$ cat config.mk
export PLATFORM = sky130hd
export DESIGN_NAME = serial_subtractor
export DESIGN_NICKNAME = d
export VERILOG_FILES = /design/src/rtl/serial_sub_pkg.sv /design/src/rtl/full_subtractor.sv /design/src/rtl/serial_subtractor.sv
export SDC_FILE = /design/constraint.sdc
export NUM_CORES = 1
export LEC_CHECK = 0
export CAP_MARGIN = 0
export CORE_MARGIN = 1.5
export CORE_UTILIZATION = 44
export CTS_CLUSTER_SIZE = 24
export DETAILED_ROUTE_END_ITERATION = 7
export GPL_ROUTABILITY_DRIVEN = 1
export PLACE_DENSITY = 0.74
export SKIP_LAST_GASP = 1
export SYNTH_ARGS = -nofsm -noshare
export SYNTH_HDL_FRONTEND = slang
export SYNTH_SLANG_ARGS = --single-unit
$ cat constraint.sdc
create_clock -name clk -period 1.3 [get_ports clk]
set_input_delay 0.26 -clock clk [delete_from_list [all_inputs] [get_ports clk]]
set_output_delay 0.26 -clock clk [all_outputs]
set_load 0.01 [all_outputs]
$ cat src/rtl/serial_sub_pkg.sv
// Shared types and constants for the bit-serial subtractor.
package serial_sub_pkg;

    localparam int DEFAULT_WIDTH = 8;

    typedef enum logic [1:0] {
        IDLE = 2'd0,
        RUN  = 2'd1,
        DONE = 2'd2
    } state_t;

endpackage

$ cat src/rtl/full_subtractor.sv
// One-bit full-subtractor cell: d = a - b - bin, bo = borrow out.
module full_subtractor (
    input  logic a,
    input  logic b,
    input  logic bin,
    output logic d,
    output logic bo
);

    assign d  = a ^ b ^ bin;
    assign bo = (~a & b) | (~(a ^ b) & bin);

endmodule

$ cat src/rtl/serial_subtractor.sv
// Bit-serial subtractor, LSB first, one bit per clock with a valid/ready handshake on each side.
// Optional macro SERIAL_SUB_SAT_EN: a borrowing result saturates diff to zero (bout still 1).
module serial_subtractor
    import serial_sub_pkg::*;
#(
    parameter int WIDTH = DEFAULT_WIDTH
) (
    input  logic             clk,
    input  logic             rst_n,
    input  logic             in_valid,
    output logic             in_ready,
    input  logic [WIDTH-1:0] a,
    input  logic [WIDTH-1:0] b,
    input  logic             bin,
    output logic             out_valid,
    input  logic             out_ready,
    output logic [WIDTH-1:0] diff,
    output logic             bout
);

    localparam int             CNT_W    = $clog2(WIDTH);
    localparam logic [CNT_W-1:0] CNT_LAST = CNT_W'(WIDTH - 1);

    state_t             state_q, state_d;
    logic [WIDTH-1:0]   a_q, a_d;
    logic [WIDTH-1:0]   b_q, b_d;
    logic               br_q, br_d;
    logic [CNT_W-1:0]   cnt_q, cnt_d;
    logic [WIDTH-1:0]   diff_q, diff_d;
    logic               bout_q, bout_d;

    logic               bit_d;
    logic               bit_bo;
    logic [WIDTH-1:0]   result_w;

    full_subtractor u_cell (
        .a   (a_q[0]),
        .b   (b_q[0]),
        .bin (br_q),
        .d   (bit_d),
        .bo  (bit_bo)
    );

    // The minuend register doubles as the result register: result bits enter at the top
    // as operand bits leave at the bottom, so after WIDTH shifts it holds the difference.
    assign result_w = {bit_d, a_q[WIDTH-1:1]};

    always_comb begin
        state_d = state_q;
        a_d     = a_q;
        b_d     = b_q;
        br_d    = br_q;
        cnt_d   = cnt_q;
        diff_d  = diff_q;
        bout_d  = bout_q;
        case (state_q)
            IDLE: begin
                if (in_valid) begin
                    a_d     = a;
                    b_d     = b;
                    br_d    = bin;
                    cnt_d   = '0;
                    state_d = RUN;
                end
            end
            RUN: begin
                a_d  = result_w;
                b_d  = {1'b0, b_q[WIDTH-1:1]};
                br_d = bit_bo;
                if (cnt_q == CNT_LAST) begin
                    state_d = DONE;
                    bout_d  = bit_bo;
`ifdef SERIAL_SUB_SAT_EN
                    diff_d  = bit_bo ? '0 : result_w;
`else
                    diff_d  = result_w;
`endif
                end else begin
                    cnt_d = cnt_q + CNT_W'(1);
                end
            end
            DONE: begin
                if (out_ready) begin
                    state_d = IDLE;
                end
            end
            default: state_d = IDLE;
        endcase
    end

    always_ff @(posedge clk) begin
        if (!rst_n) begin
            state_q <= IDLE;
            a_q     <= '0;
            b_q     <= '0;
            br_q    <= 1'b0;
            cnt_q   <= '0;
            diff_q  <= '0;
            bout_q  <= 1'b0;
        end else begin
            state_q <= state_d;
            a_q     <= a_d;
            b_q     <= b_d;
            br_q    <= br_d;
            cnt_q   <= cnt_d;
            diff_q  <= diff_d;
            bout_q  <= bout_d;
        end
    end

    assign in_ready  = (state_q == IDLE);
    assign out_valid = (state_q == DONE);
    assign diff      = diff_q;
    assign bout      = bout_q;

endmodule

[Word level (Yosys, flattened, before mapping)]
Index checks and enable logic that the tools add are counted.
Cells by class
  add/sub/neg operators: 1
  bitwise operators: 7
  muxes and demuxes: 13
  equality and inequality tests: 7
  reductions and logical operators: 6
Operator list (number)
  $pmux W8 S2: 2
  $mux W8: 2
  $mux W2: 3
  $mux W3: 2
  $ne A2 B2 Y1 const B: 3
  $pmux W2 S3: 1
  $pmux W3 S2: 1
  $reduce_and A3 Y1: 2
  $reduce_and A2 Y1: 2
  $add A3 B1 Y3 const B: 1
  $eq A3 B3 Y1 const B: 1
  $and A1 B1 Y1: 2
  $eq A2 B1 Y1 const B: 1
  $eq A2 B2 Y1 const B: 1
  $logic_not A2 Y1: 1
  $ne A2 B1 Y1 const B: 1
  $not A1 Y1: 2
  $pmux W1 S2: 1
  $reduce_bool A2 Y1: 1
  $xor A1 B1 Y1: 2
  $mux W1: 1
  $or A1 B1 Y1: 1
Word-level totals
  output and inout port bits: 11
  bits in registers: 31
  logic and storage cells: 41

[Depth between registers and ports, before layout]
Gate-level depths: netlist of the first run.
  word-level depth: 5
  mapped depth: 6
  gate-level depth less buffers: 5

[Cells and area by module]
From an unflattened synthesis of the first run, not the netlist that was laid out.
Unflattened totals
  cell total of the unflattened synthesis: 136
  area total of the unflattened synthesis: 1440.1 um2
By module, submodules not included
  serial_subtractor: sequential area each 620.6 um2, area each 1408.9 um2, cells each 132, times used 1
  full_subtractor: sequential area each 0.0 um2, area each 31.3 um2, cells each 4, times used 1

[Worst setup path after synthesis of the first run]
OpenSTA, ideal clock, no wires.
  kind: reg2reg
  start point: reg cnt_q[0]
  end point: reg bout_q, in the netlist bout
  clock period less this slack: 1.347 ns
  required time: 1.184 ns
  setup slack: -0.047 ns
  buffers on the path: 1
  data arrival time: 1.231 ns
  stages on the path, launching flop included: 6
  cell sequence: dfxtp_1 -> ha_1 -> ha_1 -> and3b_1 -> buf_2 -> o211a_1
On the way
  cells in the longest elaborated chain, start to end: 2
RTL lines
  from (decl): line serial_subtractor.sv:28  | logic [CNT_W-1:0] cnt_q, cnt_d;
  from (signal assigned): line serial_subtractor.sv:105  | cnt_q <= cnt_d;
  $eq A3 B3 Y1: line serial_subtractor.sv:70  | if (cnt_q == CNT_LAST) begin
  $reduce_and A2 Y1 (no source line)
  to (signal assigned): line serial_subtractor.sv:107  | bout_q <= bout_d;
  to (decl): line serial_subtractor.sv:30  | logic bout_q, bout_d;
No other way between the ends.
A chain may end at the register's enable or synchronous reset.

[Final worst setup path of the first run]
  start point: reg cnt_q[1]
  end point: reg bout_q, in the netlist bout
Same word-level chain as after synthesis.

==> metrics.md, run 1 <==
| Metric | Value |
|---|---|
| Result of the run | complete, but fails checks |
| Failing checks | negative setup slack |
| Number of buffers inserted during clock tree synthesis | 5 |
| Fill cell total of the finished layout | 270 |
| Post-layout power | ~2.1 mW |
| Pin count of the biggest net entering global routing | 34 |
| F_max | 738.1 MHz |
| Mean area per synthesized cell | between 9 and 10 um2 |
| Placed cells | ~220 |
| Number of buffer cells added on primary ports | 31 |
| Detailed Route WL | 2.966 mm |
| CTS tree | done |
| Count of buffer and inverter cells on the critical path | 1 |
| Data arrival time at the worst-slack endpoint | 1580 ps |
| Number of placement rows | 20 |
| CTS Hold Buffers Added | 0 |
| Detailed-routing iteration count for the pre-antenna-repair pass | 5 |
| Number of synthesized register bits | 31 |
| Setup repair after global routing missed its margin | true |
| Setup CP Type | flop to flop |
| Post-synthesis instance area | 0.001430 mm2 |
| H-tree lvl count | 2 |
| Starting utilization of the core area | 0.4646 |
| Die X | around 60 um |
| Sequential-to-total area share from yosys stat | 0.4339 |
| Slew HR | 0.8161 |
| Floorplan Core Area | about 0.0031 mm2 |
| Wire length of the first global-routing pass | roughly 4.7 mm |
| Hold Slack | around 460 ps |
| Internal cell power | around 1.5 mW |
| Fraction of power consumed by sequential logic | 0.512 |
| Portion of the clock cycle consumed by the worst path in the final layout | 1.042 |
| Crit-path cells | ha_4 -> ha_4 -> and3b_2 -> buf_12 -> o211a_1 |
| Syn nets | 170 |
| Final core utilization | 0.6537 |
| Max-cap viol count | 0 |
| Top post-synthesis cells by count | sky130_fd_sc_hd__nand2_1 (37), sky130_fd_sc_hd__dfxtp_1 (31), sky130_fd_sc_hd__o211a_1 (17) |
| Number of distinct standard cells referenced by the synthesized netlist | 25 |
| Clock Tree Root | sky130_fd_sc_hd__clkbuf_4 |
| Syn-to-layout area delta | 40.68% |
| Endpoint class of the critical path | flop |
| Net load switching power | just over 0.5 mW |
| Power density of the placed cells | around 1000 mW/mm2 |
| Clock input transition at the sequential cells of the worst setup and hold paths | ~100 ps |
| Post-detailed-route DRC marker count | 0 |
| Dominant delay contributor by cell family on the critical path | flip-flops |
| Final Skew | 10.04 ps |
| IO Count | 32 |
| Number of synthesis warnings | 0 |
| Max Buffers Root-to-Sink | 2 |
| Minimum setup slack in the final design | -54.80 ps |
| Vert. Die Dim | between 60 and 70 um |
| Library cell with the largest summed area after synthesis | sky130_fd_sc_hd__dfxtp_1 |
| GRT Resource Usage Total | 0.1782 |
| Proportion of layout cells with a drive suffix above 1 | 0.2434 |
| Worst-path maximum fanout | 5 |
| Longest individual stage delay on the worst path | between 300 and 400 ps |
| Number of standard cells after synthesis | approximately 150 |
| Async set-or-reset flop fraction in the synthesized netlist | 0 |
| Cell with the most instances on the worst path | sky130_fd_sc_hd__ha_4 |
| Vias in the first global route | 1089 |
| Most used standard cell by instance count after synthesis | sky130_fd_sc_hd__nand2_1 |
| Setup-violating endpoint count in the final report | 4 |
| Leakage component of the power | 0.9742 nW |
| CP max-delay cell | sky130_fd_sc_hd__dfxtp_2 |
| CP Data Required Time | roughly 1500 ps |
| Top cells by area, synth | sky130_fd_sc_hd__dfxtp_1 (43%), sky130_fd_sc_hd__o211a_1 (12%), sky130_fd_sc_hd__mux2i_1 (10%) |
| Post-layout minimum cycle time | between 1000 and 1500 ps |
| Final std cells w/o fill | 233 |
| Worst-Margin Slew | 275.0 ps |
| Via count | between 1000 and 1500 |
| Average routed wire per standard cell | around 13 um |
| Total half-perimeter wirelength after legalization and detailed placement | slightly above 2 mm |
| Number of failing hold endpoints at the final stage | 0 |
| Worst-Skew Late Latency | between 300 and 400 ps |
| Category of the worst setup path launch point | flop |
| DR vias/cell | 5.017 |
| Area share of the largest cell type after synthesis | 0.4339 |
| Combinational Power Share | 0.176 |
| Worst hold path class | flop to flop |
| Max rail drop VDD | slightly below 0.0007 V |
| Share of total power in the clock network | 0.312 |
| Top FF cell, synth | sky130_fd_sc_hd__dfxtp_1 |
| Post-route antenna net violation count | 0 |
| Placer's final routability congestion estimate | 0.7389 |
| Switching power share of the total | 0.2505 |
| Pins over their slew limit | 0 |
| Clock Sink Count | 31 |
| Number of synthesized flops with an enable pin | 0 |
| Diode insertion count for antenna repair | 0 |
| Initial detailed-routing violation count | 46 |
| DIE AREA | between 0.003 and 0.004 mm2 |
| Antenna violations before repair | 0 |
| Number of nets at the end of the flow | 212 |
| Total congestion overflow after global routing | 0 |
## stage by stage
step                      area (um2)  TNS, ps  setup slack, ps
after floorplan                 1439        0            5.271
final                           2012   -86.01           -54.80
after global placement          1838    -1608           -100.2
after global routing            2012   -610.7           -90.88
after CTS                       1966   -208.5           -102.4
after detailed placement        1838    -2670           -130.4
## registers in the layout, indices dropped and copies added, names as in the netlist
name	cells
bout	1
a_q	8
diff	8
state_q	2
b_q	8
cnt_q	3
br_q	1
## cell families after synthesis
kind of cell / after synthesis / synth area share
AOI/OAI and AO/OA: 33 / 0.1986
adders and majority gates: 3 / 0.03149
and+or+nand+nor: 51 / 0.1645
DFF: 31 / 0.4339
muxes: 15 / 0.1050
buffers and inverters: 13 / 0.06648
## cells in the final DEF, fill, tap and decap left out, drive strengths merged, types with 2 or more instances in the layout
cell,n
clkdlybuf4s50,20
dlygate4sd2,9
clkbuf,11
inv,2
nand2,37
a21oi,2
nand3,2
nand2b,6
nor2b,2
buf,14
dfxtp,31
ha,2
o211a,17
a21boi,9
mux2i,15
o21ai,2
## per-layer routing
layer	up-vias	wire, um	track usage	part of all wire
li1	592	-	-	-
met1	543	1353	0.2176	0.46
met2	28	1397	0.2795	0.47
met3	6	173	0.07359	0.058
met4	0	42	0.06667	0.014
met5	-	0	0	0
## worst register-to-register path, delay by kind of cell (launching register included)
family                   cells  cell delay, ps
flip-flops                   1             350
adder cells (fa/ha/maj)      2             320
AND/OR/NAND/NOR              1             250
AO/OA/AOI/OAI                1             190
buffers and inverters        1             140
## layout make-up
class	count	area, um2	share of cell area
clock buffers	8	68.82	0.03420
repair buffers	46	478.0	0.2376
well taps	44	55.05	0.02736
flip-flops and latches	31	628.1	0.3122
inverters	2	7.507	0.003731
multi-input cells	102	774.5	0.3850
## path summary, 6_finish.rpt
kind | from | endpoint | slack, ps | cells after the start
max | cnt_q[1] | bout | -50 | 5
min | diff[6] | diff[6] | 460 | 2
max reg2reg | cnt_q[1] | bout | -50 | 5
min reg2reg | diff[6] | diff[6] | 460 | 2
## power by group through the flow
stage | combinational (mW) | clock [mW] | sequential, mW
finish | 0.363 | 0.642 | 1.05
global route | 0.393 | 0.714 | 1.06
CTS | 0.328 | 0.652 | 1.05
detailed placement | 0.324 | 0 | 1.07
global placement | 0.313 | 0 | 1.06
floorplan | 0.222 | 0 | 1.05
## repair_timing
item | in CTS | in global routing
resized for setup | 40 | 11
setup endpoints to repair | 24 | 17
gates cloned | 1 | 1
pin swaps | 3 | 5
buffers inserted | 0 | 1
Power figures use the tool's default switching activity.
==> run 2: changes to the inputs <==
Settings changed: SLEW_MARGIN set to 0.
==> results of run 2 <==
The final DEF is identical to that of run 1; final timing and power are the same.
